===== src/rtl/tx_pkg.sv =====
// Shared types and line levels for the UART-style transmitter.
package tx_pkg;

  typedef enum logic [1:0] {
    IDLE  = 2'd0,
    START = 2'd1,
    DATA  = 2'd2,
    STOP  = 2'd3
  } tx_state_t;

  localparam logic START_BIT  = 1'b0;
  localparam logic STOP_BIT   = 1'b1;
  localparam logic IDLE_LEVEL = 1'b1;

endpackage


===== src/rtl/tx_bit_timer.sv =====
// Bit-period timer: counts 0..CLKS_PER_BIT-1 and pulses bit_done on the wrap.
module tx_bit_timer #(
  parameter int CLKS_PER_BIT = 10
) (
  input  logic clk,
  input  logic rst,
  input  logic clear,
  input  logic enable,
  output logic bit_done
);

  localparam int W = (CLKS_PER_BIT > 1) ? $clog2(CLKS_PER_BIT) : 1;
  localparam logic [W-1:0] LAST = W'(CLKS_PER_BIT - 1);

  logic [W-1:0] count;

  assign bit_done = enable && !clear && (count == LAST);

  // Free-running wrap counter while enabled; clear forces the count back to zero.
  always_ff @(posedge clk or posedge rst) begin
    if (rst) begin
      count <= '0;
    end else if (clear) begin
      count <= '0;
    end else if (enable) begin
      if (count == LAST) begin
        count <= '0;
      end else begin
        count <= count + 1'b1;
      end
    end
  end

endmodule


===== src/rtl/tx_block.sv =====
// Serial transmitter: one-entry holding register feeding a start/8-data/stop
// shifter, so a new byte can be queued while the current frame is on the line.
module tx_block
  import tx_pkg::*;
#(
  parameter int CLKS_PER_BIT = 10,
  parameter int DATA_BITS    = 8
) (
  input  logic                 clk,
  input  logic                 rst,
  input  logic [DATA_BITS-1:0] tx_data,
  input  logic                 tx_write,
  input  logic                 clear_error,
  output logic                 tx_ready,
  output logic                 tx_active,
  output logic                 serial_out,
  output logic                 write_error
);

  localparam int IDX_W = $clog2(DATA_BITS);
  localparam logic [IDX_W-1:0] LAST_BIT = IDX_W'(DATA_BITS - 1);

  tx_state_t            state;
  logic [DATA_BITS-1:0] holding;
  logic                 holding_full;
  logic [DATA_BITS-1:0] shift;
  logic [IDX_W-1:0]     bit_idx;
  logic                 bit_done;
  logic                 accept;
  logic                 load;

  // The transfer cycle still reports the holding register as full, so a
  // write there is rejected; accept and load can never coincide.
  assign accept    = tx_write && !holding_full;
  assign load      = holding_full && ((state == IDLE) || ((state == STOP) && bit_done));
  assign tx_ready  = !holding_full;
  assign tx_active = (state != IDLE);

  tx_bit_timer #(
    .CLKS_PER_BIT(CLKS_PER_BIT)
  ) u_timer (
    .clk     (clk),
    .rst     (rst),
    .clear   (state == IDLE),
    .enable  (state != IDLE),
    .bit_done(bit_done)
  );

  // Holding register: filled by an accepted write, emptied when the shifter loads it.
  always_ff @(posedge clk or posedge rst) begin
    if (rst) begin
      holding      <= '0;
      holding_full <= 1'b0;
    end else if (accept) begin
      holding      <= tx_data;
      holding_full <= 1'b1;
    end else if (load) begin
      holding_full <= 1'b0;
    end
  end

  // Frame sequencer driving the registered serial line.
  always_ff @(posedge clk or posedge rst) begin
    if (rst) begin
      state      <= IDLE;
      shift      <= '0;
      bit_idx    <= '0;
      serial_out <= IDLE_LEVEL;
    end else begin
      case (state)
        IDLE: begin
          if (holding_full) begin
            state      <= START;
            shift      <= holding;
            serial_out <= START_BIT;
          end
        end
        START: begin
          if (bit_done) begin
            state      <= DATA;
            serial_out <= shift[0];
            bit_idx    <= '0;
          end
        end
        DATA: begin
          if (bit_done) begin
            if (bit_idx == LAST_BIT) begin
              state      <= STOP;
              serial_out <= STOP_BIT;
            end else begin
              shift      <= shift >> 1;
              serial_out <= shift[1];
              bit_idx    <= bit_idx + 1'b1;
            end
          end
        end
        STOP: begin
          if (bit_done) begin
            if (holding_full) begin
              state      <= START;
              shift      <= holding;
              serial_out <= START_BIT;
            end else begin
              state      <= IDLE;
              serial_out <= IDLE_LEVEL;
            end
          end
        end
        default: begin
          state      <= IDLE;
          serial_out <= IDLE_LEVEL;
        end
      endcase
    end
  end

  // Sticky error for writes that arrive while the holding register is full.
  always_ff @(posedge clk or posedge rst) begin
    if (rst) begin
      write_error <= 1'b0;
    end else if (tx_write && holding_full) begin
      write_error <= 1'b1;
    end else if (clear_error) begin
      write_error <= 1'b0;
    end
  end

endmodule


===== config.mk =====
export PLATFORM = sky130hd
export DESIGN_NAME = tx_block
export DESIGN_NICKNAME = d
export VERILOG_FILES = /design/src/rtl/tx_pkg.sv /design/src/rtl/tx_bit_timer.sv /design/src/rtl/tx_block.sv
export SDC_FILE = /design/constraint.sdc
export NUM_CORES = 1
export LEC_CHECK = 0
export ABC_AREA = 1
export CAP_MARGIN = 20
export CORE_MARGIN = 3
export CORE_UTILIZATION = 25
export DETAILED_ROUTE_END_ITERATION = 7
export PLACE_DENSITY = 0.43
export SYNTH_ARGS = -nofsm -noshare
export SYNTH_HDL_FRONTEND = slang
export SYNTH_SLANG_ARGS = --single-unit

===== constraint.sdc =====
create_clock -name clk -period 1.9 [get_ports clk]
set_input_delay 0.19 -clock clk [delete_from_list [all_inputs] [get_ports clk]]
set_output_delay 0.19 -clock clk [all_outputs]
set_load 0.005 [all_outputs]

==> flow_summary_export.csv <==
group,metric,value,unit
run_status,status,"finished, final reports clean",
clocking,cts.reportedPaths.clkPinSlew,0.10,ns
setup_path,cp_max_fo,5,
route,dr.first_iter.drc_count,52,
synthesis,synth_common_cells,"nand2_1 (44), dfrtp_1 (27), inv_1 (20)",
floorplan,start_util,26.06,%
floorplan,ioPinCount,16,
global_routing,grt_use_total,9.359,%
setup_path,cp-start-kind,"register",
global_routing,antenna_found_initial,0,
run,drv_cap,0,
clocking,cts_buffer_depth,2,
setup_path,r2r_slack,0.32,ns
synthesis,synth_seq_cells,28,
synthesis,async_flop_share,100.0,%
route,vias,1084,
setup_path,endpoint_kind,"primary output",
timing,skew,0.004267,ns
clocking,cts_buffers,3,
synthesis,synth_ff_type,"dfrtp_1",
floorplan,dieArea,6761,sq um
route,drt_pass1_iterations,4,
placed_design,port_buffers,15,
floorplan,num_rows,27,
final_layout,fin_nets,216,
timing,fmax,554.4,MHz
synthesis,yosysMostFrequentCell,"nand2_1",
route,viasPerCell,4.091,
floorplan,coreArea,5574,sq um
timing,hold_viol_final,0,
route,wire_per_inst,10.45,um
global_routing,grt_pass1_vias,1120,
clocking,htreeDepth,1,
clocking,clk_latency,0.28,ns
power_and_ir_drop,power.leakage,0.8807,nW
clocking,numClockSinks,28,
timing,finalMaxSlewViolations,0,
route,drc,0,
timing,slew-limit-headroom,75.52,%
synthesis,synth_area_leader_cell,"dfrtp_1",
power_and_ir_drop,power_density,721.6,nW/um^2
synthesis,netlist.area_leader.share,46.51,%
timing,setup_viol,0,
setup_path,crit_type,"reg2out",
placed_design,dp.cells,259,
global_routing,grt_max_degree,29,
placed_design,hpwl,1.993,mm
timing,worst_slew_pin_slew,0.3672,ns
global_routing,grt_overflow,0,
synthesis,ys_seq_area_share,48.32,%
final_layout,register_area,703.2,sq um
setup_path,arrival,1.61,ns
floorplan,fp.dieW,82.23,um
worst_hold_path,hp-class,"in2async",
synthesis,syn-instance-count,172,
clocking,cts_root_buffer,"clkbuf_8",
route,ant_nets,0,
synthesis,synth_area_per_cell,8.446,sq um
final_layout,final_cell_count_no_fill,265,
synthesis,synth_edf_count,0,
timing,min_period_over_period,94.94,%
synthesis,synth_cell_types,21,
clocking,cts_tree,"yes",
synthesis,synth_warnings,0,
clocking,hold_buffers,0,
route,wirelength,2.770,mm
floorplan,die_y,82.23,um
timing,rsz0062_at_grt,"no",
timing,tns,0,ns
final_layout,drive_gt1_share,10.36,%
timing,period_minus_slack,1.804,ns
synthesis,synth_nets,194,
placed_design,gp_congestion,0.7470,
final_layout,area_growth,21.79,%
synthesis,synth_area,1453,sq um
final_layout,n_antenna_cell,0,
power_and_ir_drop,irDropWorstVdd,230.0,uV
synthesis,synth_area_leaders,"dfrtp_1 (47%), nand2_1 (11%), ha_1 (8.6%), nand3_1 (6.2%), inv_1 (5.2%)",
final_layout,multiInputGateArea,638.1,sq um
setup_path,crit_required,1.71,ns
global_routing,grt_pass1_wl,4.933,mm
final_layout,n_fill_cell,591,
[final cells by class]
cell class                 instances  area share (%)
clock buffer                       3           2.334
clock inverter                     1           1.697
inverter                          21           4.455
multi-input combinational        120           36.07
sequential                        28           39.75
tap                               72           5.092
timing repair buffer              20           10.61
[layout by cell type, fill, tap and decap left out]
master | Yosys | layout
nand2_1 | 44 | 44
dfrtp_1 | 27 | 26
inv_1 | 20 | 19
nand3_1 | 18 | 18
nor2_1 | 15 | 15
clkdlybuf4s50_1 | 0 | 15
o21ai_0 | 12 | 12
ha_1 | 10 | 10
a21oi_1 | 8 | 8
buf_4 | 0 | 5
nand2_2 | 3 | 3
clkbuf_8 | 0 | 3
inv_2 | 1 | 2
nand2_4 | 2 | 2
nor2_2 | 1 | 1
nand4_1 | 1 | 1
or2_1 | 1 | 1
o21bai_1 | 1 | 1
nor2_4 | 1 | 1
xnor2_1 | 1 | 1
xor2_1 | 1 | 1
o21ai_1 | 1 | 1
bufinv_16 | 0 | 1
dfstp_2 | 1 | 1
dfrtp_2 | 0 | 1
[kinds of logic after synthesis]
group	Yosys count	synth area share (%)
AOI/OAI and AO/OA	22	7.752
xor gates and xnor gates	2	1.206
adders and majority gates	10	8.613
buffers and inverters	24	7.751
DFF	28	48.32
and+or+nand+nor	86	26.36
[through the flow]
stage                     total power, W  cell area, sq um  hold slack (ns)  worst slack [ns]  utilization, %
after CTS                       0.001296              1762           0.2857           0.05531           31.60
after global routing            0.001353              1769           0.3008           0.01632           31.74
after detailed placement       0.0008116              1682           0.4593            0.2621           30.17
after floorplan                0.0007553              1453           0.2547            0.4848               -
after global placement         0.0008084              1682           0.4621            0.2749           30.17
final                           0.001277              1769           0.2689           0.09621           31.74
[report_power, final]
part           total, W  switching [W]  internal (W)
sequential     0.000669      0.0000155      0.000654
combinational  0.000126      0.0000694     0.0000561
clock          0.000482       0.000199      0.000282
total           0.00128       0.000284      0.000992
[critical path: stages (launching register included)]
cell	delay, ns
dfrtp_2	0.41
inv_1	0.09
ha_1	0.23
inv_2	0.10
clkdlybuf4s50_1	0.50
[timing repair]
item                                    4_1_cts  5_1_grt
setup buffers                                 1        1
gates cloned                                  0        0
gates resized for setup                       2        0
endpoints found under the setup margin        1        1
[routing by layer]
layer / global-route usage, % / vias to the layer above / part of all wire [%]
li1: - / 582 / -
met1: 12.36 / 482 / 50
met2: 15.46 / 18 / 45
met3: 0.9761 / 2 / 3.1
met4: 3.987 / 0 / 1.2
met5: 0 / - / 0
[registers in the layout, indices dropped and copies added, names as in the netlist]
name / cells
bit_idx: 3
holding: 8
holding_full: 1
serial_out: 1
shift: 8
state: 2
u_timer.count: 4
write_error: 1
[path summary, 6_finish.rpt]
| kind | startpoint | to | cells past startpoint |
|---|---|---|---|
| worst max register to register | bit_idx[0]$_DFFE_PP0P_ | bit_idx[2]$_DFFE_PP0P_ | 8 |
| max in group asynchronous | rst | serial_out$_DFFE_PP1P_ | 3 |
| worst min register to register | shift[5]$_DFFE_PP0P_ | shift[5]$_DFFE_PP0P_ | 2 |
| worst min-delay path | rst | bit_idx[0]$_DFFE_PP0P_ | 3 |
| worst max-delay path | state[0]$_DFFE_PP0P_ | tx_active | 4 |
| min in group clk | tx_data[3] | holding[3]$_DFFE_PP0P_ | 3 |
Note: power is estimated with default switching activity, not from simulation.
